[config.mk]
export PLATFORM = sky130hd
export DESIGN_NAME = mine_game_ctrl
export DESIGN_NICKNAME = d
export VERILOG_FILES = /design/src/rtl/mine_pkg.sv /design/src/rtl/edge_pulse.sv /design/src/rtl/mine_game_ctrl.sv
export SDC_FILE = /design/constraint.sdc
export NUM_CORES = 1
export LEC_CHECK = 0
export ABC_AREA = 0
export CAP_MARGIN = 30
export CORE_MARGIN = 2
export CORE_UTILIZATION = 40
export CTS_CLUSTER_SIZE = 8
export DETAILED_ROUTE_END_ITERATION = 8
export HOLD_SLACK_MARGIN = 0.12
export PLACE_DENSITY = 0.83
export SLEW_MARGIN = 20
export SYNTH_ARGS = -nofsm -noshare
export SYNTH_HDL_FRONTEND = slang
export SYNTH_SLANG_ARGS = --single-unit
[constraint.sdc]
create_clock -name clk -period 11.8 [get_ports clk]
set_input_delay 2.95 -clock clk [delete_from_list [all_inputs] [get_ports clk]]
set_output_delay 2.95 -clock clk [all_outputs]
set_load 0.005 [all_outputs]
[src/rtl/mine_pkg.sv]
// Shared types and constants for the minesweeper game controller:
// FSM state encoding, cursor directions and the 8-neighbour offset table.
package mine_pkg;

  localparam int NUM_CELLS = 64;

  typedef enum logic [2:0] {
    IDLE, LOAD, PLAY, COUNT, CHECK, DRAW, RESEED, END
  } state_t;

  localparam logic [1:0] DIR_UP    = 2'd0;
  localparam logic [1:0] DIR_RIGHT = 2'd1;
  localparam logic [1:0] DIR_DOWN  = 2'd2;
  localparam logic [1:0] DIR_LEFT  = 2'd3;

  // Two's-complement row/column deltas, each in -1..+1.
  typedef struct packed {
    logic [1:0] dr;
    logic [1:0] dc;
  } nb_off_t;

  // Neighbour scan order: NW, N, NE, W, E, SW, S, SE.
  function automatic nb_off_t nb_off(input logic [2:0] k);
    case (k)
      3'd0:    return '{dr: 2'b11, dc: 2'b11};
      3'd1:    return '{dr: 2'b11, dc: 2'b00};
      3'd2:    return '{dr: 2'b11, dc: 2'b01};
      3'd3:    return '{dr: 2'b00, dc: 2'b11};
      3'd4:    return '{dr: 2'b00, dc: 2'b01};
      3'd5:    return '{dr: 2'b01, dc: 2'b11};
      3'd6:    return '{dr: 2'b01, dc: 2'b00};
      default: return '{dr: 2'b01, dc: 2'b01};
    endcase
  endfunction

endpackage

[src/rtl/edge_pulse.sv]
// Registered rising-edge detector: one-cycle pulse on the first cycle a level
// input is seen high after being low.
module edge_pulse (
  input  logic clk,
  input  logic reset,
  input  logic level,
  output logic pulse
);

  logic level_q;

  // NOTE: sequential state uses non-blocking assignments only.
  always_ff @(posedge clk) begin
    if (reset) level_q <= 1'b0;
    else       level_q <= level;
  end

  assign pulse = level & ~level_q;

endmodule

[src/rtl/mine_game_ctrl.sv]
// Minesweeper game-sequencing FSM: cursor, datapath load strobes, adjacent
// mine count, win/lose and renderer handshake. Optional feature macro:
// MINE_GAME_CTRL_SAFE_FIRST_STEP_EN (first step never lands on a mine).
module mine_game_ctrl
  import mine_pkg::*;
#(
  parameter int SIDE_LOG2    = 3,
  parameter int DRAW_TIMEOUT = 4095,
  parameter int RESEED_MAX   = 15,
  localparam int CELLS = 1 << (2 * SIDE_LOG2),
  localparam int IDX_W = 2 * SIDE_LOG2
) (
  input  logic             clk,
  input  logic             reset,
  input  logic             start,
  input  logic             btn_flag,
  input  logic             btn_step,
  input  logic             btn_move,
  input  logic [1:0]       dir,
  input  logic [CELLS-1:0] mine_map,
  input  logic [CELLS-1:0] flag_map,
  input  logic [CELLS-1:0] step_map,
  input  logic             draw_done,
  output logic             ld_mm,
  output logic             ld_fm,
  output logic             ld_sm,
  output logic [IDX_W-1:0] cell_idx,
  output logic [3:0]       adj_count,
  output logic             adj_valid,
  output logic             draw_req,
  output logic             win,
  output logic             lose
);

  localparam int DRAW_W   = $clog2(DRAW_TIMEOUT + 1);
  localparam int RESEED_W = $clog2(RESEED_MAX + 2);

  if (DRAW_TIMEOUT < 1 || RESEED_MAX < 0) begin : g_param_check
    $error("mine_game_ctrl: DRAW_TIMEOUT must be >= 1 and RESEED_MAX >= 0");
  end

  state_t                state, ret_state;
  logic [SIDE_LOG2-1:0]  cur_row, cur_col;
  logic [2:0]            nb_sel;
  logic [DRAW_W-1:0]     draw_cnt;
`ifdef MINE_GAME_CTRL_SAFE_FIRST_STEP_EN
  logic                  first_step;
  logic                  reseed_wait;
  logic [RESEED_W-1:0]   reseed_cnt;
`endif

  logic start_e, flag_e, step_e, move_e;

  edge_pulse u_ep_start (.clk(clk), .reset(reset), .level(start),    .pulse(start_e));
  edge_pulse u_ep_flag  (.clk(clk), .reset(reset), .level(btn_flag), .pulse(flag_e));
  edge_pulse u_ep_step  (.clk(clk), .reset(reset), .level(btn_step), .pulse(step_e));
  edge_pulse u_ep_move  (.clk(clk), .reset(reset), .level(btn_move), .pulse(move_e));

  assign cell_idx = {cur_row, cur_col};

  logic mine_here, flag_here, step_here, all_clear;
  assign mine_here = mine_map[cell_idx];
  assign flag_here = flag_map[cell_idx];
  assign step_here = step_map[cell_idx];
  assign all_clear = &(step_map | mine_map);

  // Neighbour coordinates carry two guard bits: any nonzero guard means the
  // neighbour fell off the board, so edges never wrap during the count.
  nb_off_t              off;
  logic [SIDE_LOG2+1:0] nb_r, nb_c;
  logic                 nb_mine;

  always_comb begin
    off     = nb_off(nb_sel);
    nb_r    = {2'b00, cur_row} + {{SIDE_LOG2{off.dr[1]}}, off.dr};
    nb_c    = {2'b00, cur_col} + {{SIDE_LOG2{off.dc[1]}}, off.dc};
    nb_mine = 1'b0;
    if (nb_r[SIDE_LOG2+1:SIDE_LOG2] == 2'b00 && nb_c[SIDE_LOG2+1:SIDE_LOG2] == 2'b00)
      nb_mine = mine_map[{nb_r[SIDE_LOG2-1:0], nb_c[SIDE_LOG2-1:0]}];
  end

  always_ff @(posedge clk) begin
    if (reset) begin
      state     <= IDLE;
      ret_state <= PLAY;
      cur_row   <= '0;
      cur_col   <= '0;
      nb_sel    <= '0;
      draw_cnt  <= '0;
      ld_mm     <= 1'b0;
      ld_fm     <= 1'b0;
      ld_sm     <= 1'b0;
      adj_count <= '0;
      adj_valid <= 1'b0;
      draw_req  <= 1'b0;
      win       <= 1'b0;
      lose      <= 1'b0;
`ifdef MINE_GAME_CTRL_SAFE_FIRST_STEP_EN
      first_step  <= 1'b0;
      reseed_wait <= 1'b0;
      reseed_cnt  <= '0;
`endif
    end else begin
      // NOTE: strobes default low so every load pulse lasts exactly one cycle.
      ld_mm <= 1'b0;
      ld_fm <= 1'b0;
      ld_sm <= 1'b0;

      case (state)
        IDLE, END: begin
          if (start_e) begin
            win       <= 1'b0;
            lose      <= 1'b0;
            adj_valid <= 1'b0;
            cur_row   <= '0;
            cur_col   <= '0;
            state     <= LOAD;
`ifdef MINE_GAME_CTRL_SAFE_FIRST_STEP_EN
            first_step <= 1'b1;
            reseed_cnt <= '0;
`endif
          end
        end

        LOAD: begin
          ld_mm     <= 1'b1;
          draw_req  <= 1'b1;
          ret_state <= PLAY;
          state     <= DRAW;
        end

        PLAY: begin
          if (step_e) begin
            if (!flag_here && !step_here) begin
              ld_sm     <= 1'b1;
              adj_valid <= 1'b0;
              adj_count <= '0;
              nb_sel    <= '0;
              state     <= COUNT;
            end
          end else if (flag_e) begin
            if (!step_here) begin
              ld_fm     <= 1'b1;
              draw_req  <= 1'b1;
              ret_state <= PLAY;
              state     <= DRAW;
            end
          end else if (move_e) begin
            case (dir)
              DIR_UP:    cur_row <= cur_row - 1'b1;
              DIR_RIGHT: cur_col <= cur_col + 1'b1;
              DIR_DOWN:  cur_row <= cur_row + 1'b1;
              default:   cur_col <= cur_col - 1'b1;
            endcase
            draw_req  <= 1'b1;
            ret_state <= PLAY;
            state     <= DRAW;
          end
        end

        COUNT: begin
          adj_count <= adj_count + {3'b000, nb_mine};
          nb_sel    <= nb_sel + 3'd1;
          if (nb_sel == 3'd7) state <= CHECK;
        end

        CHECK: begin
          adj_valid <= 1'b1;
          draw_req  <= 1'b1;
          state     <= DRAW;
`ifdef MINE_GAME_CTRL_SAFE_FIRST_STEP_EN
          first_step <= 1'b0;
          if (first_step && mine_here && reseed_cnt < RESEED_W'(RESEED_MAX)) begin
            adj_valid   <= 1'b0;
            draw_req    <= 1'b0;
            ld_mm       <= 1'b1;
            reseed_cnt  <= reseed_cnt + 1'b1;
            reseed_wait <= 1'b1;
            state       <= RESEED;
          end else
`endif
          if (mine_here) begin
            lose      <= 1'b1;
            ret_state <= END;
          end else if (all_clear) begin
            win       <= 1'b1;
            ret_state <= END;
          end else begin
            ret_state <= PLAY;
          end
        end

`ifdef MINE_GAME_CTRL_SAFE_FIRST_STEP_EN
        // One idle cycle lets the datapath latch the new map before re-testing.
        RESEED: begin
          if (reseed_wait) begin
            reseed_wait <= 1'b0;
          end else if (mine_here) begin
            if (reseed_cnt < RESEED_W'(RESEED_MAX)) begin
              ld_mm       <= 1'b1;
              reseed_cnt  <= reseed_cnt + 1'b1;
              reseed_wait <= 1'b1;
            end else begin
              state <= CHECK;
            end
          end else begin
            ld_sm     <= 1'b1;
            adj_count <= '0;
            nb_sel    <= '0;
            state     <= COUNT;
          end
        end
`endif

        DRAW: begin
          if (draw_done || draw_cnt == DRAW_W'(DRAW_TIMEOUT - 1)) begin
            draw_req <= 1'b0;
            draw_cnt <= '0;
            state    <= ret_state;
          end else begin
            draw_cnt <= draw_cnt + 1'b1;
          end
        end

        default: state <= IDLE;
      endcase
    end
  end

endmodule

==> metrics.csv, run 1 <==
metric,value,unit
Setup TNS,0,ps
Bufs on Longest Clock Path,2,
routed len/inst,23.3,um
DRT antenna net count,0,
Routed WL,20000,um
final worst path period share,0.484,
Finish-stage setup viols,0,
Synth Area in XOR/XNOR,0.00729,
Starting Density,0.405,
Worst Path Buf+Inv,1,
hpwl dp,16400,um
Reg power frac,0.208,
PD cells,120,mW/mm^2
r2r setup slk,6890,ps
area grow syn2layout,50.2,%
skew final,7.95,ps
initial DRC count,594,
Tot GR Track Use,0.308,
global-route wire length before repair,31100,um
syn nets,740,
simple-gate share of the synthesized area,0.178,
DIE AREA,0.0129,mm^2
Place WS,5840,ps
die height,114,um
Ys Warns,0,
Crit. End Element,flop,
combinational share of power,0.615,
RSZ-0062 raised after global routing,no,
Tmin final,5710,ps
Hold Path Class,reg2reg,
net switching power,0.336,mW
"Seq/Total Area, Yosys",0.167,
vias in the first global route,5799,
most frequent cells in the layout,"217 x clkdlybuf4s50_1, 58 x mux4_2, 46 x nor2_1",
TritonRoute pass-1 iters,8,
Post-synth EDFFs,0,
max frequency,0.175,GHz
Pins Over Slew Limit,0,
Clk pwr share,0.177,
Hold Crit Endpoint,draw_cnt[7],
PortBufs,217,
Final Hold Fails,0,
clock slew at reported path FFs,60,ps
"Data required, critical path",11970,ps
# IOs,218,
Core ar.,0.0119,mm^2
switching power share of the total,0.389,
largest net degree at the start of global routing,46,
cell taking the most area after synthesis,mux4_2,
Internal Power,0.527,mW
Post-CTS Setup Repair Bufs,0,
routed vias,5664,
Worst EP arrival,5890,ps
Layout Nets,934,
Critical Path Source Type,primary input,
# DRC,0,
Main synth FF type,dfxtp_1,
Max Fanout on Critical Path,3,
WHS Path Cells,1,
Max Cap Violations,0,
"Clk Latency, worst-skew pair",280,ps
number of CTS-inserted buffers,5,
"most common cell after layout, fill and taps aside",clkdlybuf4s50_1,
Relative slew margins,0.402,
Netlist cell types,62,
Root Driver,clkbuf_16,
row count,40,
antenna violations before repair,1,
Avg Inst Size Synth,9.28,um^2
"Cell Area, Synth",0.00481,mm^2
cts hold-fix bufs,0,
CTS tree,built,
post-synthesis mux area share,0.345,
largest family of logic cells by synthesized area,multiplexers,
Critical Path Max Stage Delay,530,ps
highest-delay cell along the critical path,clkdlybuf4s50_1,
R2R Path End,adj_count[3],
peak ir drop on the vdd network,0.0670,mV
Die W,114,um
Crit Path Class,in2reg,
hold path start,draw_cnt[7],
r2r worst-path depth,17,
CTS HTree Levels,2,
Synth area leaders,"mux4_2 27%, dfxtp_1 17%, mux2i_1 7.1%",
fill count,973,
#FFs+latches synth,40,
via/cell ratio,6.58,
Placer Congestion,0.951,
Cells after Synth,518,
"Remaining Overflow, GRT",0,
cell family with most CP delay,multiplexers,
status,"complete, no violations",
post-cts resize count,0,
Tightest Pin Transition,896,ps
Pleak,2.38,nW
r2r startpoint,nb_sel[0],
area share of the leading cell type in the synthesized netlist,0.272,
final worst setup slack,6090,ps
layout cells sized above 1,0.115,
# clock sinks,40,
Adder-Cell Fraction of Synth Area,0.0609,
Synth Area in Compound Gates,0.191,
"Critical Path, Cell by Cell","clkdlybuf4s50_1, mux4_2, mux4_2, mux4_2, and3_1, ha_1, nand3_1, nor3_1, a21oi_1, nor2_1, a31o_2",
"most used cell, CP",mux4_2,
Post-synth ARST share,0,
[metrics by stage]
step / total power, mW / hold WS [ps] / util / cells / cell area [um^2]
global placement: 0.676 / 456 / 0.592 / 851 / 7020
floorplan: 0.518 / 440 / - / 518 / 4810
CTS: 0.854 / 473 / 0.608 / 860 / 7220
finish: 0.863 / 475 / 0.609 / 861 / 7220
global route: 0.910 / 501 / 0.609 / 861 / 7220
detailed placement: 0.699 / 464 / 0.595 / 852 / 7050
[cell type report]
cell class,count,area [um^2],share of cell area
diodes,1,2.50,0.000347
clock buffers,6,129,0.0179
clock inverters,2,35.0,0.00485
inverters,19,71.3,0.00988
multi-input cells,424,3760,0.521
flip-flops and latches,40,803,0.111
well taps,147,184,0.0255
repair buffers,222,2230,0.309
[how the worst max path moves through the flow]
stage	from	endpoint	slack, ps	cells after the start
floorplan	mine_map[45]	adj_count[2]	6560	9
global placement	mine_map[47]	adj_count[2]	5890	10
detailed placement	mine_map[12]	adj_count[3]	5840	11
CTS	mine_map[12]	adj_count[3]	6130	11
global route	mine_map[12]	adj_count[3]	6040	11
finish	mine_map[12]	adj_count[3]	6090	11
[state kept, by name, indices dropped and copies added (netlist names)]
register and flops:
win 1, ret_state 1, draw_req 1, cur_col 3, adj_count 4, ld_sm 1, u_ep_step.level_q 1, u_ep_start.level_q 1
ld_mm 1, lose 1, u_ep_flag.level_q 1, cur_row 3, draw_cnt 12, u_ep_move.level_q 1, state 3, ld_fm 1
adj_valid 1, nb_sel 3
[per-layer routing]
layer	GRT usage	vias up	routed length [um]
met4	0.128	0	826
li1	-	2457	-
met3	0.0616	64	2040
met2	0.525	411	9720
met5	0	-	0
met1	0.382	2732	7460
[power groups by stage]
stage | clock network, mW | logic [mW] | registers, mW
after floorplan | 0 | 0.358 | 0.161
after global placement | 0 | 0.496 | 0.180
after detailed placement | 0 | 0.519 | 0.180
after CTS | 0.154 | 0.522 | 0.178
after global routing | 0.160 | 0.568 | 0.182
final | 0.153 | 0.531 | 0.179
[Yosys cell counts, types with 2 or more instances]
library cell	n
nand4_1	8
nor3_1	11
buf_2	11
a311oi_1	6
nor2b_1	24
o21ai_0	20
or2_2	2
nor2_1	46
nand2b_1	5
inv_1	17
mux4_2	58
ha_1	17
mux2i_1	34
nand3_1	17
o21a_1	2
clkbuf_1	18
nor4_1	6
buf_6	3
fa_1	4
o221ai_1	2
xor2_1	4
nor3b_1	3
or3_1	2
o22ai_1	31
a211oi_1	3
buf_4	2
nand2_1	26
a22oi_1	14
a32o_1	5
and2_1	2
a2111oi_0	2
nand3b_1	2
and4_1	4
a221oi_1	2
and3_1	3
a21oi_1	31
o21ai_1	2
a31oi_1	6
dfxtp_1	40
[cell families after synthesis]
kind of cell / Yosys count
xor gates and xnor gates: 4
and+or+nand+nor: 166
buffers and inverters: 54
AOI/OAI and AO/OA: 140
muxes: 93
adders and majority gates: 21
DFF: 40
No activity file was read; power rests on OpenSTA's default activity.
==> run 2, diff against run 1 <==
Clock period 11.8 ns to 5.3 ns, I/O delays scaled along.
==> metrics.csv, run 2 (synthesized netlist as in run 1, its figures left out) <==
metric,value,unit,change
RSZ-0062 raised after global routing,no,,
layout cells sized above 1,0.116,,+0.00124
DIE AREA,0.0129,mm^2,unchanged
CTS tree,built,,
PortBufs,217,,unchanged
status,"complete, no violations",,
r2r worst-path depth,17,,unchanged
Root Driver,clkbuf_16,,
metal2 WL,9780,um,+0.65%
Largest register FFs,12,,unchanged
final worst path period share,0.845,,
routed vias,5503,,-2.8%
met3 routed WL,2040,um,unchanged
Finish-stage setup viols,0,,unchanged
initial DRC count,505,,-15%
die height,114,um,unchanged
Core ar.,0.0119,mm^2,unchanged
Top reg by flops,draw_cnt,,
Max Cap Violations,0,,unchanged
clock slew at reported path FFs,60,ps,about the same
ANT cells,0,,-1
Bufs on Longest Clock Path,2,,unchanged
Worst EP arrival,4640,ps,-1250 ps
uppermost layer routed,met4,,
via/cell ratio,6.39,,-2.8%
hpwl dp,16200,um,-1.0%
Critical Path Source Type,flop,,
Layout Nets,935,,+0.11%
TritonRoute pass-1 iters,5,,-3
# IOs,218,,unchanged
Regs by FF count,"draw_cnt (12), adj_count (4)",,
"Critical Path, Cell by Cell","inv_1, ha_1, nor3_1, nand2b_1, ha_1, inv_1, fa_1, buf_4, mux4_2, mux4_2, mux4_2, and3_1, ha_1, ha_1, nand2_1, mux2i_1, a32o_1",,
row count,40,,unchanged
R2R Path End,adj_count[2],,
skew final,11.1,ps,+3.16 ps
met1 wire length,7360,um,-1.2%
Pleak,2.38,nW,-0.18%
max frequency,0.223,GHz,
"most used cell, CP",ha_1,,
Die W,114,um,unchanged
Hold Path Class,reg2reg,,
fill count,1036,,+6.5%
crit path from,nb_sel[0],,
WP depth,17,,+6
Setup TNS,0,ps,unchanged
Final Hold Fails,0,,unchanged
area grow syn2layout,49.9,%,
# clock sinks,40,,unchanged
peak ir drop on the vdd network,0.176,mV,+160%
Routed WL,19800,um,-1.2%
post-cts resize count,0,,unchanged
Crit Path Class,reg2reg,,
Crit. End Element,flop,,
"Clk Latency, worst-skew pair",280,ps,about the same
most frequent cells in the layout,"217 x clkdlybuf4s50_1, 58 x mux4_2, 46 x nor2_1",,
r2r startpoint,nb_sel[0],,
"Remaining Overflow, GRT",0,,unchanged
crit path to,adj_count[2],,
largest net degree at the start of global routing,49,,+6.5%
highest-delay cell along the critical path,fa_1,,
Max Fanout on Critical Path,16,,+13
Relative slew margins,0.471,,+0.0691
"most common cell after layout, fill and taps aside",clkdlybuf4s50_1,,
cts hold-fix bufs,0,,unchanged
Worst Path Buf+Inv,3,,+2
number of CTS-inserted buffers,5,,unchanged
Critical Path Max Stage Delay,500,ps,-30 ps
r2r setup slk,820,ps,-6070 ps
Starting Density,0.405,,unchanged
antenna violations before repair,0,,-1
CTS HTree Levels,2,,unchanged
Post-CTS Setup Repair Bufs,0,,unchanged
PD cells,263,mW/mm^2,+120%
vias in the first global route,5791,,-0.14%
cell family with most CP delay,multiplexers,,
global-route wire length before repair,31000,um,-0.47%
Tmin final,4480,ps,
Placer Congestion,0.971,,+2.2%
# DRC,0,,unchanged
"Data required, critical path",5460,ps,-6510 ps
DRT antenna net count,0,,unchanged
Tot GR Track Use,0.305,,-0.00229
Final Util,0.607,,-0.00127
Pins Over Slew Limit,0,,unchanged
Tightest Pin Transition,792,ps,-104 ps
routed len/inst,23.0,um,-1.2%
[run 2: layout make-up]
class	instances	area [um^2]	area share
Multi-Input combinational cell	424	3760	0.522
Timing Repair Buffer	223	2220	0.308
Tap cell	147	184	0.0255
Sequential cell	40	803	0.112
Clock buffer	6	129	0.0179
Inverter	19	71.3	0.00990
Clock inverter	2	35.0	0.00486
[run 2: metrics by stage]
| step | cells | hold WS [ps] | worst slack, ps | area, um^2 | power (mW) |
|---|---|---|---|---|---|
| after floorplan | 518 | 440 | 855 | 4810 | 1.15 |
| after global placement | 853 | 458 | 1010 | 7030 | 1.51 |
| after detailed placement | 853 | 464 | 915 | 7040 | 1.54 |
| after CTS | 861 | 482 | 857 | 7200 | 1.88 |
| after global routing | 861 | 513 | 627 | 7200 | 2.01 |
| final | 861 | 484 | 823 | 7200 | 1.89 |
[run 2: report_power, final]
group	leakage [nW]	switching [mW]	internal (mW)
Combinational	1.97	0.556	0.609
Sequential	0.326	0.0604	0.332
Clock	0.0808	0.116	0.221
[run 2: layer usage]
metal	vias to the layer above	global-route usage
met4	0	0.0870
met1	2628	0.379
met2	378	0.529
met3	48	0.0749
li1	2449	-
met5	-	0
[run 2: worst min path at each step]
stage	cells after the start	slack [ps]	endpoint	start
global route	1	510	draw_cnt[10]	draw_cnt[10]
floorplan	1	440	draw_cnt[7]	draw_cnt[7]
global placement	1	460	draw_cnt[11]	draw_cnt[11]
finish	1	480	draw_cnt[10]	draw_cnt[10]
detailed placement	1	460	draw_cnt[10]	draw_cnt[10]
CTS	1	480	draw_cnt[10]	draw_cnt[10]
==> run 3, diff against run 2 <==
Settings changed: CORE_UTILIZATION 40 to 39, PLACE_DENSITY 0.83 to 0.84.
Clock period 5.3 ns to 4 ns, I/O delays scaled along.
==> metrics.csv, run 3 (synthesized netlist as in run 1, its figures left out) <==
metric,value,unit,change
net switching power,1.05,mW,+44%
fill count,970,,-6.4%
RSZ-0062 raised after global routing,yes,,
combinational share of power,0.645,,+0.030
final worst path period share,1.02,,+0.179
design area,0.00780,mm^2,+8.3%
Die W,115,um,+1.2%
switching power share of the total,0.389,,+0.00292
Layout Nets,992,,+6.1%
PD cells,347,mW/mm^2,+32%
crit path to,adj_count[3],,
"Remaining Overflow, GRT",0,,unchanged
DRT antenna net count,0,,unchanged
Crit Path Class,reg2reg,,
initial DRC count,620,,+23%
Bufs on Longest Clock Path,2,,unchanged
number of CTS-inserted buffers,5,,unchanged
area grow syn2layout,62.3,%,
max frequency,0.244,GHz,+9.3%
Critical Path Max Stage Delay,550,ps,+50 ps
vias in the first global route,6277,,+8.4%
clock slew at reported path FFs,60,ps,about the same
CTS tree,built,,
Relative slew margins,0.502,,+0.0309
r2r worst-path depth,18,,+1
R2R Path End,adj_count[3],,
antenna violations before repair,0,,unchanged
crit path from,nb_sel[0],,
via/cell ratio,6.45,,+0.93%
Place WS,-257,ps,-1170 ps
Root Driver,clkbuf_16,,
r2r startpoint,nb_sel[0],,
Core ar.,0.0120,mm^2,+1.3%
Finish-stage setup viols,2,,+2
highest-delay cell along the critical path,fa_2,,
# clock sinks,40,,unchanged
final worst setup slack,-95.3,ps,-918 ps
peak ir drop on the vdd network,0.214,mV,+22%
Hold Path Class,reg2reg,,
Routed WL,21900,um,+11%
Top reg by flops,draw_cnt,,
# IOs,218,,unchanged
skew final,11.1,ps,+0.00280 ps
Pleak,2.66,nW,+12%
PortBufs,217,,unchanged
"Critical Path, Cell by Cell","inv_6, ha_4, nor3_4, nand2b_4, ha_4, inv_2, fa_2, buf_8, mux4_2, mux4_2, mux4_2, and3_4, ha_4, nand3_2, nor3_2, a21oi_1, nor2_1, a31o_2",,
Starting Density,0.400,,-0.00506
Regs by FF count,"draw_cnt (12), adj_count (4)",,
status,finished with violations,,
Tot GR Track Use,0.328,,+0.0228
Critical Path Source Type,flop,,
hold slack,486,ps,+2.60 ps
"Data required, critical path",4180,ps,-1280 ps
Final Hold Fails,0,,unchanged
# DRC,0,,unchanged
Pins Over Slew Limit,0,,unchanged
"most common cell after layout, fill and taps aside",clkdlybuf4s50_1,,
Worst EP arrival,4280,ps,-360 ps
TritonRoute pass-1 iters,5,,unchanged
most frequent cells in the layout,"217 x clkdlybuf4s50_1, 60 x buf_4, 58 x mux4_2",,
cts hold-fix bufs,0,,unchanged
DIE AREA,0.0132,mm^2,+2.5%
Placed Area,0.00744,mm^2,+5.7%
Max Fanout on Critical Path,8,,-8
Crit. End Element,flop,,
routed vias,5922,,+7.6%
routed len/inst,23.9,um,+3.9%
Reg power frac,0.187,,-0.020
"Clk Latency, worst-skew pair",280,ps,about the same
Clk pwr share,0.167,,-0.011
layout cells sized above 1,0.206,,+0.0900
global-route wire length before repair,33200,um,+7.4%
Max Cap Violations,0,,unchanged
Largest register FFs,12,,unchanged
hpwl dp,17700,um,+9.3%
Tightest Pin Transition,747,ps,-45.0 ps
row count,40,,unchanged
Internal Power,1.65,mW,+42%
Placer Congestion,1.11,,+14%
ANT cells,0,,unchanged
largest net degree at the start of global routing,49,,unchanged
Setup TNS,-151,ps,-151 ps
Tmin final,4100,ps,-382 ps
Final Util,0.649,,+0.0421
CTS HTree Levels,2,,unchanged
r2r setup slk,-100,ps,-920 ps
die height,115,um,+1.2%
failing checks,setup timing,,
[run 3: repair_timing]
action | in CTS | in global routing
cloned | 1 | 0
pin swaps | 7 | 7
endpoints found under the setup margin | 3 | 4
setup buffers | 6 | 2
gates resized for setup | 27 | 4
hold endpoints to repair | 0 | 0
[run 3: stage by stage]
step | cells | power [mW]
floorplan | 518 | 1.55
global placement | 903 | 2.10
detailed placement | 903 | 2.15
CTS | 918 | 2.70
global route | 918 | 2.84
finish | 918 | 2.70
[run 3: layout make-up]
type,count,area (um^2),share of cell area
clock inverter,2,35.0,0.00449
inverter,19,76.3,0.00979
sequential,40,808,0.104
multi-input combinational,424,3900,0.500
tap,147,184,0.0236
timing repair buffer,280,2670,0.342
clock buffer,6,129,0.0165
[run 3: worst min path at each step]
stage / cells past startpoint / to / from / slack [ps]
2_1_floorplan: 1 / draw_cnt[7] / draw_cnt[7] / 440
3_3_place_gp: 1 / draw_cnt[10] / draw_cnt[10] / 460
3_5_place_dp: 1 / draw_cnt[7] / draw_cnt[7] / 470
4_1_cts: 1 / draw_cnt[7] / draw_cnt[7] / 480
5_1_grt: 1 / draw_cnt[7] / draw_cnt[7] / 500
6_report: 1 / draw_cnt[11] / draw_cnt[11] / 490
[run 3: per-layer routing]
| layer | GRT usage | vias to the layer above | share of wire |
|---|---|---|---|
| met3 | 0.0822 | 81 | 0.11 |
| li1 | - | 2574 | - |
| met1 | 0.373 | 2840 | 0.35 |
| met2 | 0.582 | 427 | 0.50 |
| met4 | 0.145 | 0 | 0.049 |
| met5 | 0 | - | 0 |
[run 3: power groups by stage]
| stage | Clock, mW | Combinational [mW] | Sequential (mW) |
|---|---|---|---|
| 2_1_floorplan | 0 | 1.08 | 0.474 |
| 3_3_place_gp | 0 | 1.60 | 0.505 |
| 3_5_place_dp | 0 | 1.65 | 0.506 |
| 4_1_cts | 0.452 | 1.74 | 0.501 |
| 5_1_grt | 0.469 | 1.86 | 0.512 |
| 6_report | 0.453 | 1.74 | 0.506 |
[run 3: worst max-delay path: cells and delay by family, from the launching register on]
kind / cells / cell delay [ps]
mux: 3 / 1290
fa+ha+maj: 4 / 1030
simple gates: 6 / 700
flops: 1 / 390
compound gates: 2 / 340
buf+inv: 3 / 220
